## src/rtl/mem_port_arbiter.sv

```systemverilog
// ============================================================================
// mem_port_arbiter : one memory port shared by fetch and load/store, with
//                    ls priority, fetch starvation guard, one-word fetch buffer
// Revision: 1.0
// ============================================================================
`default_nettype none

module mem_port_arbiter #(
  parameter int ADDR_WIDTH   = 32,
  parameter int DATA_WIDTH   = 32,
  parameter int STARVE_LIMIT = 4
) (
  input  logic                  clk,
  input  logic                  reset,
  input  logic                  if_req,
  input  logic [ADDR_WIDTH-1:0] if_addr,
  output logic                  if_ready,
  output logic                  if_valid,
  output logic [DATA_WIDTH-1:0] if_rdata,
  input  logic                  ls_req,
  input  logic                  ls_we,
  input  logic [ADDR_WIDTH-1:0] ls_addr,
  input  logic [DATA_WIDTH-1:0] ls_wdata,
  output logic                  ls_ready,
  output logic                  ls_valid,
  output logic [DATA_WIDTH-1:0] ls_rdata,
  output logic                  mem_write_enable,
  output logic [ADDR_WIDTH-1:0] mem_address,
  output logic [DATA_WIDTH-1:0] mem_data_in,
  input  logic [DATA_WIDTH-1:0] mem_data_out
);

  localparam logic [3:0] STARVE_MAX = 4'(STARVE_LIMIT);

  logic                  buf_valid_q, buf_valid_d;
  logic [ADDR_WIDTH-1:0] buf_tag_q, buf_tag_d;
  logic [DATA_WIDTH-1:0] buf_data_q, buf_data_d;
  logic [ADDR_WIDTH-1:0] if_tag_q, if_tag_d;
  logic [DATA_WIDTH-1:0] hit_data_q, hit_data_d;
  logic [3:0]            starve_q, starve_d;
  logic                  rd_if_q, rd_if_d;
  logic                  rd_if_hit_q, rd_if_hit_d;
  logic                  rd_ls_q, rd_ls_d;

  logic [ADDR_WIDTH-1:0] if_word, ls_word;
  logic                  run, if_hit, if_miss, fetch_forced;
  logic                  ls_grant, if_mem_grant, ls_wr_grant, hit_ok;
  logic                  unused_addr_bits;

  assign unused_addr_bits = ^{if_addr[1:0], ls_addr[1:0]};

  always_comb begin
    run          = ~reset;
    if_word      = {if_addr[ADDR_WIDTH-1:2], 2'b00};
    ls_word      = {ls_addr[ADDR_WIDTH-1:2], 2'b00};
    if_hit       = if_req & buf_valid_q & (if_word == buf_tag_q);
    if_miss      = if_req & ~if_hit;
    fetch_forced = if_miss & (starve_q == STARVE_MAX);
    ls_grant     = ls_req & ~fetch_forced;
    if_mem_grant = if_miss & (fetch_forced | ~ls_req);
    ls_wr_grant  = ls_grant & ls_we;
    // A hit must not return buffer data that the same-cycle write makes stale
    hit_ok       = if_hit & ~(ls_wr_grant & (ls_word == buf_tag_q));

    if_ready = run & (hit_ok | if_mem_grant);
    ls_ready = run & ls_grant;

    mem_write_enable = 1'b0;
    mem_address      = '0;
    mem_data_in      = '0;
    if (run && if_mem_grant) begin
      mem_address = if_word;
    end else if (run && ls_grant) begin
      mem_address      = ls_word;
      mem_write_enable = ls_we;
      mem_data_in      = ls_we ? ls_wdata : '0;
    end

    if_valid = run & rd_if_q;
    if_rdata = '0;
    if (if_valid) if_rdata = rd_if_hit_q ? hit_data_q : mem_data_out;
    ls_valid = run & rd_ls_q;
    ls_rdata = ls_valid ? mem_data_out : '0;
  end

  always_comb begin
    rd_if_d     = if_ready;
    rd_if_hit_d = run & hit_ok;
    rd_ls_d     = ls_ready & ~ls_we;
    if_tag_d    = if_word;
    hit_data_d  = buf_data_q;

    buf_valid_d = buf_valid_q;
    buf_tag_d   = buf_tag_q;
    buf_data_d  = buf_data_q;
    if (rd_if_q && !rd_if_hit_q) begin
      buf_valid_d = 1'b1;
      buf_tag_d   = if_tag_q;
      buf_data_d  = mem_data_out;
    end
    // Invalidate after the fill so a same-word write also kills a fresh fill
    if (run && ls_wr_grant && (ls_word == buf_tag_d)) buf_valid_d = 1'b0;

    starve_d = 4'd0;
    if (if_req && !if_ready)
      starve_d = (starve_q == STARVE_MAX) ? starve_q : starve_q + 4'd1;
  end

  always_ff @(posedge clk) begin
    if (reset) begin
      buf_valid_q <= 1'b0;
      buf_tag_q   <= '0;
      buf_data_q  <= '0;
      if_tag_q    <= '0;
      hit_data_q  <= '0;
      starve_q    <= 4'd0;
      rd_if_q     <= 1'b0;
      rd_if_hit_q <= 1'b0;
      rd_ls_q     <= 1'b0;
    end else begin
      buf_valid_q <= buf_valid_d;
      buf_tag_q   <= buf_tag_d;
      buf_data_q  <= buf_data_d;
      if_tag_q    <= if_tag_d;
      hit_data_q  <= hit_data_d;
      starve_q    <= starve_d;
      rd_if_q     <= rd_if_d;
      rd_if_hit_q <= rd_if_hit_d;
      rd_ls_q     <= rd_ls_d;
    end
  end

endmodule

`default_nettype wire

```

## config.mk

```make
export PLATFORM = sky130hd
export DESIGN_NAME = mem_port_arbiter
export DESIGN_NICKNAME = d
export VERILOG_FILES = /design/src/rtl/mem_port_arbiter.sv
export SDC_FILE = /design/constraint.sdc
export NUM_CORES = 1
export LEC_CHECK = 0
export ABC_AREA = 1
export BUFFER_PORTS_ARGS = -buffer_cell sky130_fd_sc_hd__buf_2
export CORE_MARGIN = 4
export CORE_UTILIZATION = 50
export DETAILED_ROUTE_END_ITERATION = 6
export PLACE_DENSITY = 0.78
export SLEW_MARGIN = 20
export SYNTH_ARGS = -nofsm -noshare
export SYNTH_HDL_FRONTEND = slang
export SYNTH_SLANG_ARGS = --single-unit
```

## constraint.sdc

```tcl
create_clock -name clk -period 2.2 [get_ports clk]
set_input_delay 0.44 -clock clk [delete_from_list [all_inputs] [get_ports clk]]
set_output_delay 0.44 -clock clk [all_outputs]
set_load 0.01 [all_outputs]
```

# Yosys cells after proc, flatten, opt, wreduce, memory -nomap -nowiden
# Index checks and enable logic that the tools add are counted.
# op_classes
add_sub_neg,1
n_eq_ne,4
muxes,11
bitwise_logic,24
n_reduce_logical,10
# op_table
operator,n
32-bit two-way mux,9
32-bit equality test,3
1-bit bitwise AND,15
1-bit NOT,7
1-bit logical AND,6
4-bit by 1-bit adder with 4-bit output (second input constant),1
4-bit by 3-bit equality test with 1-bit output (second input constant),1
2-bit OR reduction,2
1-bit logical NOT,2
1-bit two-way mux,2
1-bit OR,2
# word_totals
reg_bits,136
in_bits,133
out_inout_bits,133
elab_cells,60

# Depth between registers and ports, before layout
# depth
ltp_word,17
mapped_depth,16
depth_no_buf,15

# Worst setup path after synthesis
# OpenSTA, ideal clock, no wires.
# synth_path
kind,input-to-output
from,in if_addr[26]
to,out mem_address[11]
t_arrival_ns,1.576
setup_slack_ns,0.184
stages,14
cell_sequence,inv_1 nor2_1 nor2_1 nand2_1 nor2_1 nand2_1 nor2_1 nand2_1 nand3_2 nand3_4 inv_2 buf_6 nand2_1 o21ai_0
# synth_between
elab_chain_len,10
word_cells_on_any_way,13
# synth_lines
element,line_no,rtl
from (decl),16,"input logic [ADDR_WIDTH-1:0] if_addr,"
32-bit equality test *,56,if_hit = if_req & buf_valid_q & (if_word == buf_tag_q);
1-bit bitwise AND *,56,
1-bit NOT *,57,if_miss = if_req & ~if_hit;
1-bit bitwise AND *,57,
1-bit bitwise AND,58,fetch_forced = if_miss & (starve_q == STARVE_MAX);
1-bit NOT,59,ls_grant = ls_req & ~fetch_forced;
1-bit bitwise AND,59,
1-bit logical AND,73,end else if (run && ls_grant) begin
32-bit two-way mux,73,
32-bit two-way mux *,71,if (run && if_mem_grant) begin
to (decl),28,"output logic [ADDR_WIDTH-1:0] mem_address,"
# Mark *: on every way between the ends. The rest lies on a longest branch, timed or not.

# Worst setup path in the final report
# layout_path
from,reg buf_tag_q[10]
to,out mem_address[4]
# layout_between
elab_chain_len,10
word_cells_on_any_way,13
# layout_lines
element,line_no,rtl
from (decl),36,"logic [ADDR_WIDTH-1:0] buf_tag_q, buf_tag_d;"
from (signal assigned),122,buf_tag_q <= buf_tag_d;
32-bit equality test *,56,
1-bit bitwise AND *,56,
1-bit NOT *,57,
1-bit bitwise AND *,57,
1-bit bitwise AND,58,
1-bit NOT,59,
1-bit bitwise AND,59,
1-bit logical AND,73,
32-bit two-way mux,73,
32-bit two-way mux *,71,
# Marked as above.

==> results.md <==
* Crit Reg-Reg Endpoint: starve_q[1]
* Largest net degree at the start of global routing at 65
* Most frequent CP cell: nand2_1
* Clk pin slew, worst setup/hold paths at 0.06 ns
* Initial core utilization at 0.5110
* Post-DP HPWL at 18,990 um
* Number of synthesized register bits at 134
* Row cnt at 43
* Fillers at 1,049
* GPL Wtd Cong at 0.9551
* Buf+Inv Stages, Crit Path at 3
* TritonRoute pass-1 iters at 6
* Sequential-to-total area share from yosys stat at 0.3782
* R2R depth at 18
* Pins Over Slew Limit at 0
* CP required at 1.76 ns
* All-Layer GR Usage at 0.3133
* Slowest stage delay, CP at 0.39 ns
* Final setup margin at -0.5125 ns
* Share of cells above drive strength 1 at 0.3918
* Routed WL per cell at 15.81 um
* Routed vias/inst at 5.163
* Startpoint Class: flip-flop
* Worst-Margin Slew at 0.6848 ns
* PortBufs at 259
* Commonest non-fill, non-tap cell in the layout: buf_2
* Hold Path Stages at 3
* Failing checks: negative setup slack
* Vias in the first global route at 8,029
* DRC violations left at 0
* Clk root buf: clkbuf_16
* Clk sinks at 134
* Mean Syn Cell Area at 6.402 sq um
* WS Path Type: reg2out
* Top Ports at 266
* Final Core Density at 0.7782
* Hold Crit Endpoint: if_tag_q[10]
* Syn. warnings at 0
* Core box area at 13,880 sq um
* Final worst path period share at 1.233
* Critical path's top delay family: simple AND/OR/NAND/NOR gates
* Clk_lat worst skew at 0.43 ns
* Number of distinct library cells after synthesis at 34
* DIE AREA at 16,160 sq um
* # nets final at 1,628
* Number of synthesized flops with an enable pin at 0
* Die width at 127.1 um
* Top FF cell, synth: dfxtp_1
* Fraction of registers with async set/reset at 0
* WHS at 0.2745 ns
* Area Overhead vs Synth at 52.28%
* Mapped Area at 7093 sq um
* Crit-path cells: nand2_1 -> nand2_2 -> nand2_1 -> nor2_2 -> nand2_1 -> nor2_2 -> nand2_2 -> nand3_4 -> nand3_4 -> inv_6 -> buf_12 -> nand2_1 -> o21ai_1 -> buf_2
* Hold Path Class: in2reg
* Power density cells at 631.8 nW/um^2
* Tot Pwr at 6824 uW
* Final ANT Viol Nets at 0
* Most frequent cells in the layout: buf_2, nor2_1, nand2_1
* Hold_sp: if_addr[10]
* H-tree levels at 4
* P_leak at 0.005702 uW
* Overflow after GRT at 0
* Max cap viols at 0
* Vias at 8,710
* Synth Instances at 1,108
* Fmax at 0.3687 GHz
* Fin Setup TNS at -28.19 ns
* Maximum clock path buffer count at 2
* Initial antenna violation count at 1
* Routed WL at 26,670 um
* Iter 0 DRT Violations at 707
* WP data arrival at 2.27 ns
* Die Ht at 127.1 um
* Tmin final at 2.713 ns
* First-pass GRT wire length at 39,990 um
* RR Startpoint: buf_tag_q[13]
* Status: finished, violations left
* Final Hold Fails at 0
* Crit-path max FO at 8
* CTS tree: done
* Max IR drop VDD at 0.0005625 V
* Final setup fails at 65
* Clk_skew at 0.01163 ns
* R2R setup slack at 0.05 ns
* Critical path's slowest cell: dfxtp_1
* Pre-CTS setup slack at -0.3749 ns
* Endpoint type of the worst setup path: output pin
* RSZ-0062 raised after global routing: true
* TritonCTS buffer count at 17
* Slew margin rel. at 0.5435
==> worst max path at each step <==
stage | end | from | depth (start not counted) | slack, ns
after floorplan | mem_address[11] | if_addr[26] | 14 | 0.18
after global placement | mem_address[16] | if_addr[18] | 12 | -0.32
after detailed placement | mem_address[20] | if_addr[18] | 14 | -0.37
after CTS | mem_address[18] | buf_tag_q[4] | 13 | -0.49
after global routing | mem_address[26] | buf_tag_q[17] | 16 | -0.64
final | mem_address[4] | buf_tag_q[10] | 14 | -0.51
==> layout make-up <==
cell class                 instances  area, sq um  area share
tap                              180        225.2     0.02085
sequential                       134         2705      0.2504
clock inverter                    12        141.4     0.01309
timing repair buffer             418         2733      0.2530
timing repair inverter             1        7.507   0.0006950
inverter                         172        653.1     0.06047
clock buffer                      20        466.7     0.04321
antenna                            1        2.502   0.0002317
multi-input combinational        749         3867      0.3580
==> metrics by stage <==
stage	instance area, sq um	std cells
after floorplan	7097	1109
after global placement	9444	1624
after detailed placement	9444	1624
after CTS	10440	1675
after global routing	10800	1687
final	10800	1687
==> report_power, final <==
part	switching (uW)	internal [uW]	total [uW]
combinational	734	569	1300
sequential	50.0	2540	2590
clock	1160	1780	2930
total	1940	4880	6820
==> cells by family (layout without fill, tap and decap cells) <==
family	after synthesis	count (layout)	synth area share
AND/OR/NAND/NOR	498	498	0.2866
flip-flops	134	134	0.3782
other	1	3	0.0005287
XOR/XNOR	35	35	0.04322
adder cells (fa/ha/maj)	2	2	0.003527
buffers and inverters	226	623	0.1289
AO/OA/AOI/OAI	212	212	0.1589
==> layer usage <==
metal | global-route usage | part of all wire | up-vias
met4 | 0.1558 | 0.046 | 0
met1 | 0.3829 | 0.39 | 3962
met3 | 0.07567 | 0.098 | 91
met2 | 0.5165 | 0.46 | 451
met5 | 0 | 0 | -
li1 | - | - | 4206
==> synthesized netlist by cell type, types with 8 or more instances <==
| master | number | area, sq um |
|---|---|---|
| buf_2 | 10 | 50.05 |
| nand2_1 | 225 | 844.6 |
| nor2_2 | 20 | 125.1 |
| a21oi_1 | 61 | 305.3 |
| nand3_1 | 15 | 75.07 |
| dfxtp_1 | 134 | 2683 |
| a211oi_1 | 8 | 60.06 |
| or2_2 | 9 | 56.30 |
| o21ai_0 | 104 | 520.5 |
| clkbuf_1 | 29 | 108.9 |
| nand4_1 | 10 | 62.56 |
| inv_1 | 167 | 626.9 |
| xnor2_1 | 19 | 166.4 |
| nor2_1 | 207 | 777.0 |
| o21ai_1 | 10 | 50.05 |
| xor2_1 | 16 | 140.1 |
| o22ai_1 | 24 | 150.1 |
==> flip-flops by register name, indices dropped and copies added (netlist names) <==
name / flops
starve_q: 4
buf_data_q: 32
buf_valid_q: 1
rd_if_q: 1
hit_data_q: 32
buf_tag_q: 32
if_tag_q: 30
rd_ls_q: 1
rd_if_hit_q: 1
==> repair_timing <==
item | CTS | global route
gates cloned | 2 | 3
pin swaps | 15 | 15
hold buffers | 0 | 0
setup buffers | 17 | 8
setup endpoints to repair | 96 | 93
resized for setup | 85 | 75
==> tightest hold or removal path, stage by stage <==
cell and delay (ns):
buf_2 0.09, inv_1 0.06, nor2_1 0.08
No activity file was read; power rests on OpenSTA's default activity.
